===== src/rtl/fifo_ptr_ctrl_if.sv =====
// Handshake/status bundle between a FIFO pointer controller and its user/storage.
// Parameterised by ADDR_W; DEPTH = 2**ADDR_W one-hot load lines.
interface fifo_ptr_ctrl_if #(
   parameter int ADDR_W = 4
);
   localparam int DEPTH = 1 << ADDR_W;

   logic              wr_req;
   logic              rd_req;
   logic [DEPTH-1:0]  wr_load;
   logic [ADDR_W-1:0] rd_sel;
   logic [ADDR_W:0]   wr_ptr;
   logic [ADDR_W:0]   rd_ptr;
   logic [ADDR_W:0]   count;
   logic              full;
   logic              empty;
   logic              overflow;
   logic              underflow;
   logic              almost_full;
   logic              almost_empty;

   modport master (
      output wr_req, rd_req,
      input  wr_load, rd_sel, wr_ptr, rd_ptr, count, full, empty,
             overflow, underflow, almost_full, almost_empty
   );

   modport slave (
      input  wr_req, rd_req,
      output wr_load, rd_sel, wr_ptr, rd_ptr, count, full, empty,
             overflow, underflow, almost_full, almost_empty
   );
endinterface


===== src/rtl/fifo_ptr_ctrl.sv =====
// Pointer/flag controller for a 2**ADDR_W-entry register-bank FIFO; FIFO_ALMOST_FLAGS_EN adds almost flags.
// Latency: wr_load/rd_sel combinational (zero-latency write, show-ahead read); flags update the cycle after.
// Backpressure: writes refused while full, reads while empty; refusals set sticky overflow/underflow.
module fifo_ptr_ctrl #(
   parameter int ADDR_W = 4
`ifdef FIFO_ALMOST_FLAGS_EN
   ,
   parameter int AF_THRESH = 14,
   parameter int AE_THRESH = 2
`endif
) (
   input  logic           clk,
   input  logic           rst_n,
   fifo_ptr_ctrl_if.slave bus
);
   localparam logic [ADDR_W:0] PTR_ONE = {{ADDR_W{1'b0}}, 1'b1};

   logic [ADDR_W:0] wr_ptr_q;
   logic [ADDR_W:0] rd_ptr_q;
   logic [ADDR_W:0] count_w;
   logic            full_w;
   logic            empty_w;
   logic            wr_acc;
   logic            rd_acc;
   logic            overflow_q;
   logic            underflow_q;

   assign count_w = wr_ptr_q - rd_ptr_q;
   assign empty_w = (wr_ptr_q == rd_ptr_q);
   assign full_w  = (wr_ptr_q[ADDR_W-1:0] == rd_ptr_q[ADDR_W-1:0]) &&
                    (wr_ptr_q[ADDR_W] != rd_ptr_q[ADDR_W]);

   // rst_n gates acceptance so storage sees no load enable while reset is held
   assign wr_acc = bus.wr_req & ~full_w & rst_n;
   assign rd_acc = bus.rd_req & ~empty_w & rst_n;

   always_ff @(posedge clk or negedge rst_n) begin
      if (!rst_n) begin
         wr_ptr_q    <= '0;
         rd_ptr_q    <= '0;
         overflow_q  <= 1'b0;
         underflow_q <= 1'b0;
      end else begin
         if (wr_acc) wr_ptr_q <= wr_ptr_q + PTR_ONE;
         if (rd_acc) rd_ptr_q <= rd_ptr_q + PTR_ONE;
         if (bus.wr_req && full_w)  overflow_q  <= 1'b1;
         if (bus.rd_req && empty_w) underflow_q <= 1'b1;
      end
   end

   always_comb begin
      bus.wr_load = '0;
      if (wr_acc) bus.wr_load[wr_ptr_q[ADDR_W-1:0]] = 1'b1;
   end

   assign bus.rd_sel    = rd_ptr_q[ADDR_W-1:0];
   assign bus.wr_ptr    = wr_ptr_q;
   assign bus.rd_ptr    = rd_ptr_q;
   assign bus.count     = count_w;
   assign bus.full      = full_w;
   assign bus.empty     = empty_w;
   assign bus.overflow  = overflow_q;
   assign bus.underflow = underflow_q;

`ifdef FIFO_ALMOST_FLAGS_EN
   localparam logic [ADDR_W:0] AF_LVL = (ADDR_W+1)'(AF_THRESH);
   localparam logic [ADDR_W:0] AE_LVL = (ADDR_W+1)'(AE_THRESH);

   assign bus.almost_full  = (count_w >= AF_LVL);
   assign bus.almost_empty = (count_w <= AE_LVL);
`else
   assign bus.almost_full  = 1'b0;
   assign bus.almost_empty = 1'b0;
`endif
endmodule


===== src/flat_wrapper.sv =====
// flat-port wrapper written by rule: the top's interface ports become plain ports
module fifo_ptr_ctrl_flat 
#(
   parameter int ADDR_W = 4

)
  (clk, rst_n, bus_wr_req, bus_rd_req, bus_wr_load, bus_rd_sel, bus_wr_ptr, bus_rd_ptr, bus_count, bus_full, bus_empty, bus_overflow, bus_underflow, bus_almost_full, bus_almost_empty);
  fifo_ptr_ctrl_if #(.ADDR_W(ADDR_W)) bus_i ();
  input  logic clk;
  input  logic rst_n;
  input wire logic [$bits(bus_i.wr_req)-1:0] bus_wr_req;
  input wire logic [$bits(bus_i.rd_req)-1:0] bus_rd_req;
  output wire logic [$bits(bus_i.wr_load)-1:0] bus_wr_load;
  output wire logic [$bits(bus_i.rd_sel)-1:0] bus_rd_sel;
  output wire logic [$bits(bus_i.wr_ptr)-1:0] bus_wr_ptr;
  output wire logic [$bits(bus_i.rd_ptr)-1:0] bus_rd_ptr;
  output wire logic [$bits(bus_i.count)-1:0] bus_count;
  output wire logic [$bits(bus_i.full)-1:0] bus_full;
  output wire logic [$bits(bus_i.empty)-1:0] bus_empty;
  output wire logic [$bits(bus_i.overflow)-1:0] bus_overflow;
  output wire logic [$bits(bus_i.underflow)-1:0] bus_underflow;
  output wire logic [$bits(bus_i.almost_full)-1:0] bus_almost_full;
  output wire logic [$bits(bus_i.almost_empty)-1:0] bus_almost_empty;
  assign bus_i.wr_req = bus_wr_req;
  assign bus_i.rd_req = bus_rd_req;
  assign bus_wr_load = bus_i.wr_load;
  assign bus_rd_sel = bus_i.rd_sel;
  assign bus_wr_ptr = bus_i.wr_ptr;
  assign bus_rd_ptr = bus_i.rd_ptr;
  assign bus_count = bus_i.count;
  assign bus_full = bus_i.full;
  assign bus_empty = bus_i.empty;
  assign bus_overflow = bus_i.overflow;
  assign bus_underflow = bus_i.underflow;
  assign bus_almost_full = bus_i.almost_full;
  assign bus_almost_empty = bus_i.almost_empty;
  fifo_ptr_ctrl #(.ADDR_W(ADDR_W)) u_core (.clk(clk), .rst_n(rst_n), .bus(bus_i));
endmodule

===== config.mk =====
export PLATFORM = sky130hd
export DESIGN_NAME = fifo_ptr_ctrl_flat
export DESIGN_NICKNAME = d
export VERILOG_FILES = /design/src/rtl/fifo_ptr_ctrl_if.sv /design/src/rtl/fifo_ptr_ctrl.sv /design/src/flat_wrapper.sv
export SDC_FILE = /design/constraint.sdc
export NUM_CORES = 1
export LEC_CHECK = 0
export CORE_ASPECT_RATIO = 1.25
export CORE_MARGIN = 3
export CORE_UTILIZATION = 40
export CTS_CLUSTER_SIZE = 20
export DETAILED_ROUTE_END_ITERATION = 8
export GPL_TIMING_DRIVEN = 0
export PLACE_DENSITY = 0.79
export SETUP_SLACK_MARGIN = 0.15
export SKIP_LAST_GASP = 1
export SYNTH_ARGS = -nofsm -noshare
export SYNTH_HDL_FRONTEND = slang
export SYNTH_SLANG_ARGS = --single-unit

===== constraint.sdc =====
create_clock -name clk -period 4.93 [get_ports clk]
set_input_delay 1.2325 -clock clk [delete_from_list [all_inputs] [get_ports clk]]
set_output_delay 1.2325 -clock clk [all_outputs]
set_load 0.005 [all_outputs]

==> flow_metrics.env <==
export IMPL_hold_depth=1
export IMPL_synthCells=103
export IMPL_ys_types=29
export IMPL_place_hpwl_um=1810
export IMPL_critPathMaxFanout=16
export IMPL_power_frac_seq_pct=21.5
export IMPL_cellPowerDensity_mw_per_mm2=692
export IMPL_crit_type="in2out"
export IMPL_post_synth_top_count_cell="dfrtp_1"
export IMPL_numCtsBuffers=3
export IMPL_worst_slew_pin_slew_ps=688
export IMPL_cap_viol_max_count=0
export IMPL_avgSynthCellArea_um2=9.20
export IMPL_p_total_mw=1.00
export IMPL_p_sw_mw=0.389
export IMPL_first_pass_iters=4
export IMPL_final_nets=165
export IMPL_p_leak_nw=0.668
export IMPL_yosys_top_cells_area="dfrtp_1 (32%), ha_1 (12%), xnor2_1 (6.5%)"
export IMPL_yosysSeqAreaShare_pct=31.7
export IMPL_endpoint_kind="output port"
export IMPL_rows=19
export IMPL_synth_ff_type="dfrtp_1"
export IMPL_grt_max_degree=17
export IMPL_die_x_um=49.5
export IMPL_cts_tree="done"
export IMPL_routedWlPerCell_um=12.9
export IMPL_grtUsageTotal_pct=16.1
export IMPL_worstSkewPairLatency_ps=270
export IMPL_r2r_setup_slack_ps=3000
export IMPL_cts_setup_buffers=0
export IMPL_synth_top_cell_area_share_pct=31.7
export IMPL_timing_final_crit_share_pct=87.3
export IMPL_drive_gt1_share_pct=14.7
export IMPL_fin_crit_ps=4300
export IMPL_fp_dieH_um=60.4
export IMPL_remaining_drc_errors=0
export IMPL_area_delta_synth_final_pct=53.0
export IMPL_hold_path_class="reg2reg"
export IMPL_post_cts_resized=0
export IMPL_dieArea_mm2=0.00299
export IMPL_root_buffer="clkbuf_4"
export IMPL_syn_area_um2=947
export IMPL_clkSlewWorstSetupHoldPaths_ps=80
export IMPL_status="complete, no violations"
export IMPL_gp_congestion=0.834
export IMPL_clock_sinks=12
export IMPL_fin_setup_tns_ps=0
export IMPL_io_buffers=42
export IMPL_fmax_ghz=0.232
export IMPL_pwr_share_comb_pct=70.6
export IMPL_p_clk_share_pct=7.8
export IMPL_min_delay_start="u_core.bus.overflow"
export IMPL_clk_path_buf_depth=2
export IMPL_p_sw_share_pct=38.8
export IMPL_r2r_end="u_core.bus.rd_ptr[3]"
export IMPL_critPathArrivalTime_ps=3070
export IMPL_ys_warn_count=0
export IMPL_start_util_pct=42.4
export IMPL_hold_end="u_core.bus.overflow"
export IMPL_synth_edff_count=0
export IMPL_num_antenna_cells=0
export IMPL_grt_overflow=0
export IMPL_slew_viol_final=0
export IMPL_cp_required_ps=3700
export IMPL_async_flop_share_pct=100
export IMPL_cell_internal_pwr_mw=0.614
export IMPL_via_count=864
export IMPL_relSlewSlack_pct=54.0
export IMPL_htreeDepth=1
export IMPL_placeableCoreArea_mm2=0.00223
export IMPL_hold_violations=0
export IMPL_ant_nets=0
export IMPL_vias_per_cell=4.77
export IMPL_ys_ff_latch=12
export IMPL_fin_worst_skew_ps=2.03
export IMPL_drt_iter0_drc=15
export IMPL_start_kind="primary input"
export IMPL_rsz0062_at_grt="false"
export IMPL_irDropWorstVdd_uv=368
export IMPL_grt_pass1_vias=859
export IMPL_grt_pass1_wl_um=3710
export IMPL_drt_wl_total_um=2340
export IMPL_synth_commonest_cells="dfrtp_1 (12), inv_1 (10), ha_1 (9)"
export IMPL_r2r_start="u_core.bus.rd_ptr[3]"
export IMPL_r2r_cells=7
export IMPL_synth_top_cell_by_area="dfrtp_1"
export IMPL_antenna_found_initial=0
export IMPL_io_pins=45
export IMPL_setup_viol=0
export IMPL_postCtsHoldBufs=0
[cells by family (layout without fill, tap and decap cells)]
kind of cell,Yosys count,count (layout),share of synthesized area (%)
adder cells (fa/ha/maj),10,10,14.0
XOR/XNOR,12,12,12.7
other,1,2,0.396
flip-flops,12,12,31.7
multiplexers,2,2,2.38
AO/OA/AOI/OAI,7,7,5.68
buffers and inverters,20,66,11.1
AND/OR/NAND/NOR,39,39,22.1
[final cells by class]
class / count / area [µm²]
Buffer: 9 / 63.8
Clock buffer: 4 / 36.3
Fill cell: 197 / 786
Inverter: 11 / 41.3
Multi-Input combinational cell: 72 / 546
Sequential cell: 12 / 300
Tap cell: 31 / 38.8
Timing Repair Buffer: 42 / 423
[power groups by stage]
stage / clock (mW) / sequential, mW / combinational (mW)
5_1_grt: 0.0850 / 0.227 / 0.779
4_1_cts: 0.0819 / 0.218 / 0.718
3_3_place_gp: 0 / 0.216 / 0.688
2_1_floorplan: 0 / 0.210 / 0.352
6_report: 0.0784 / 0.216 / 0.708
3_5_place_dp: 0 / 0.219 / 0.708
[metal layers]
layer	wire (µm)	up-vias	track usage (%)
met4	38	0	9.09
met1	884	391	16.6
met3	219	4	5.41
met5	0	-	0
li1	-	426	-
met2	1190	43	28.9
[state kept, by name, indices dropped and copies added, names as in the netlist]
register,flops
u_core.bus.rd_ptr,5
u_core.bus.overflow,1
u_core.bus.wr_ptr,5
u_core.bus.underflow,1
[layout by cell type, fill, tap and decap left out, types with 5 or more instances in the layout]
| cell type | netlist | layout |
|---|---|---|
| nor3_1 | 5 | 5 |
| buf_4 | 6 | 6 |
| and3_1 | 5 | 5 |
| inv_1 | 10 | 10 |
| xnor2_1 | 7 | 7 |
| nor2_1 | 7 | 7 |
| ha_1 | 9 | 9 |
| dfrtp_1 | 12 | 12 |
| nand2_1 | 5 | 5 |
| nand3_1 | 6 | 6 |
| clkdlybuf4s50_1 | 0 | 41 |
[critical path, stage by stage]
cell	delay, ps
dlymetal6s2s_1	520
o211ai_2	310
nor3_1	320
and2_1	170
clkdlybuf4s50_1	500
[stage by stage]
stage / instance area [µm²] / hold slack [ps] / cells / setup slack (ps) / util, %
finish: 1450 / 465 / 181 / 628 / 64.8
global route: 1450 / 480 / 181 / 432 / 64.8
CTS: 1450 / 469 / 181 / 196 / 64.7
detailed placement: 1410 / 450 / 177 / 207 / 63.1
global placement: 1410 / 438 / 177 / 215 / 63.1
floorplan: 951 / 451 / 104 / 1950 / -
[how the worst max path moves through the flow]
stage / from / end / slack (ps)
CTS: rst_n / bus_wr_load[1] / 200
floorplan: bus_wr_req / bus_wr_load[3] / 1950
global route: rst_n / bus_wr_load[3] / 430
finish: rst_n / bus_wr_load[1] / 630
global placement: rst_n / bus_wr_load[0] / 210
detailed placement: rst_n / bus_wr_load[1] / 210
(Power assumes the default switching activity.)
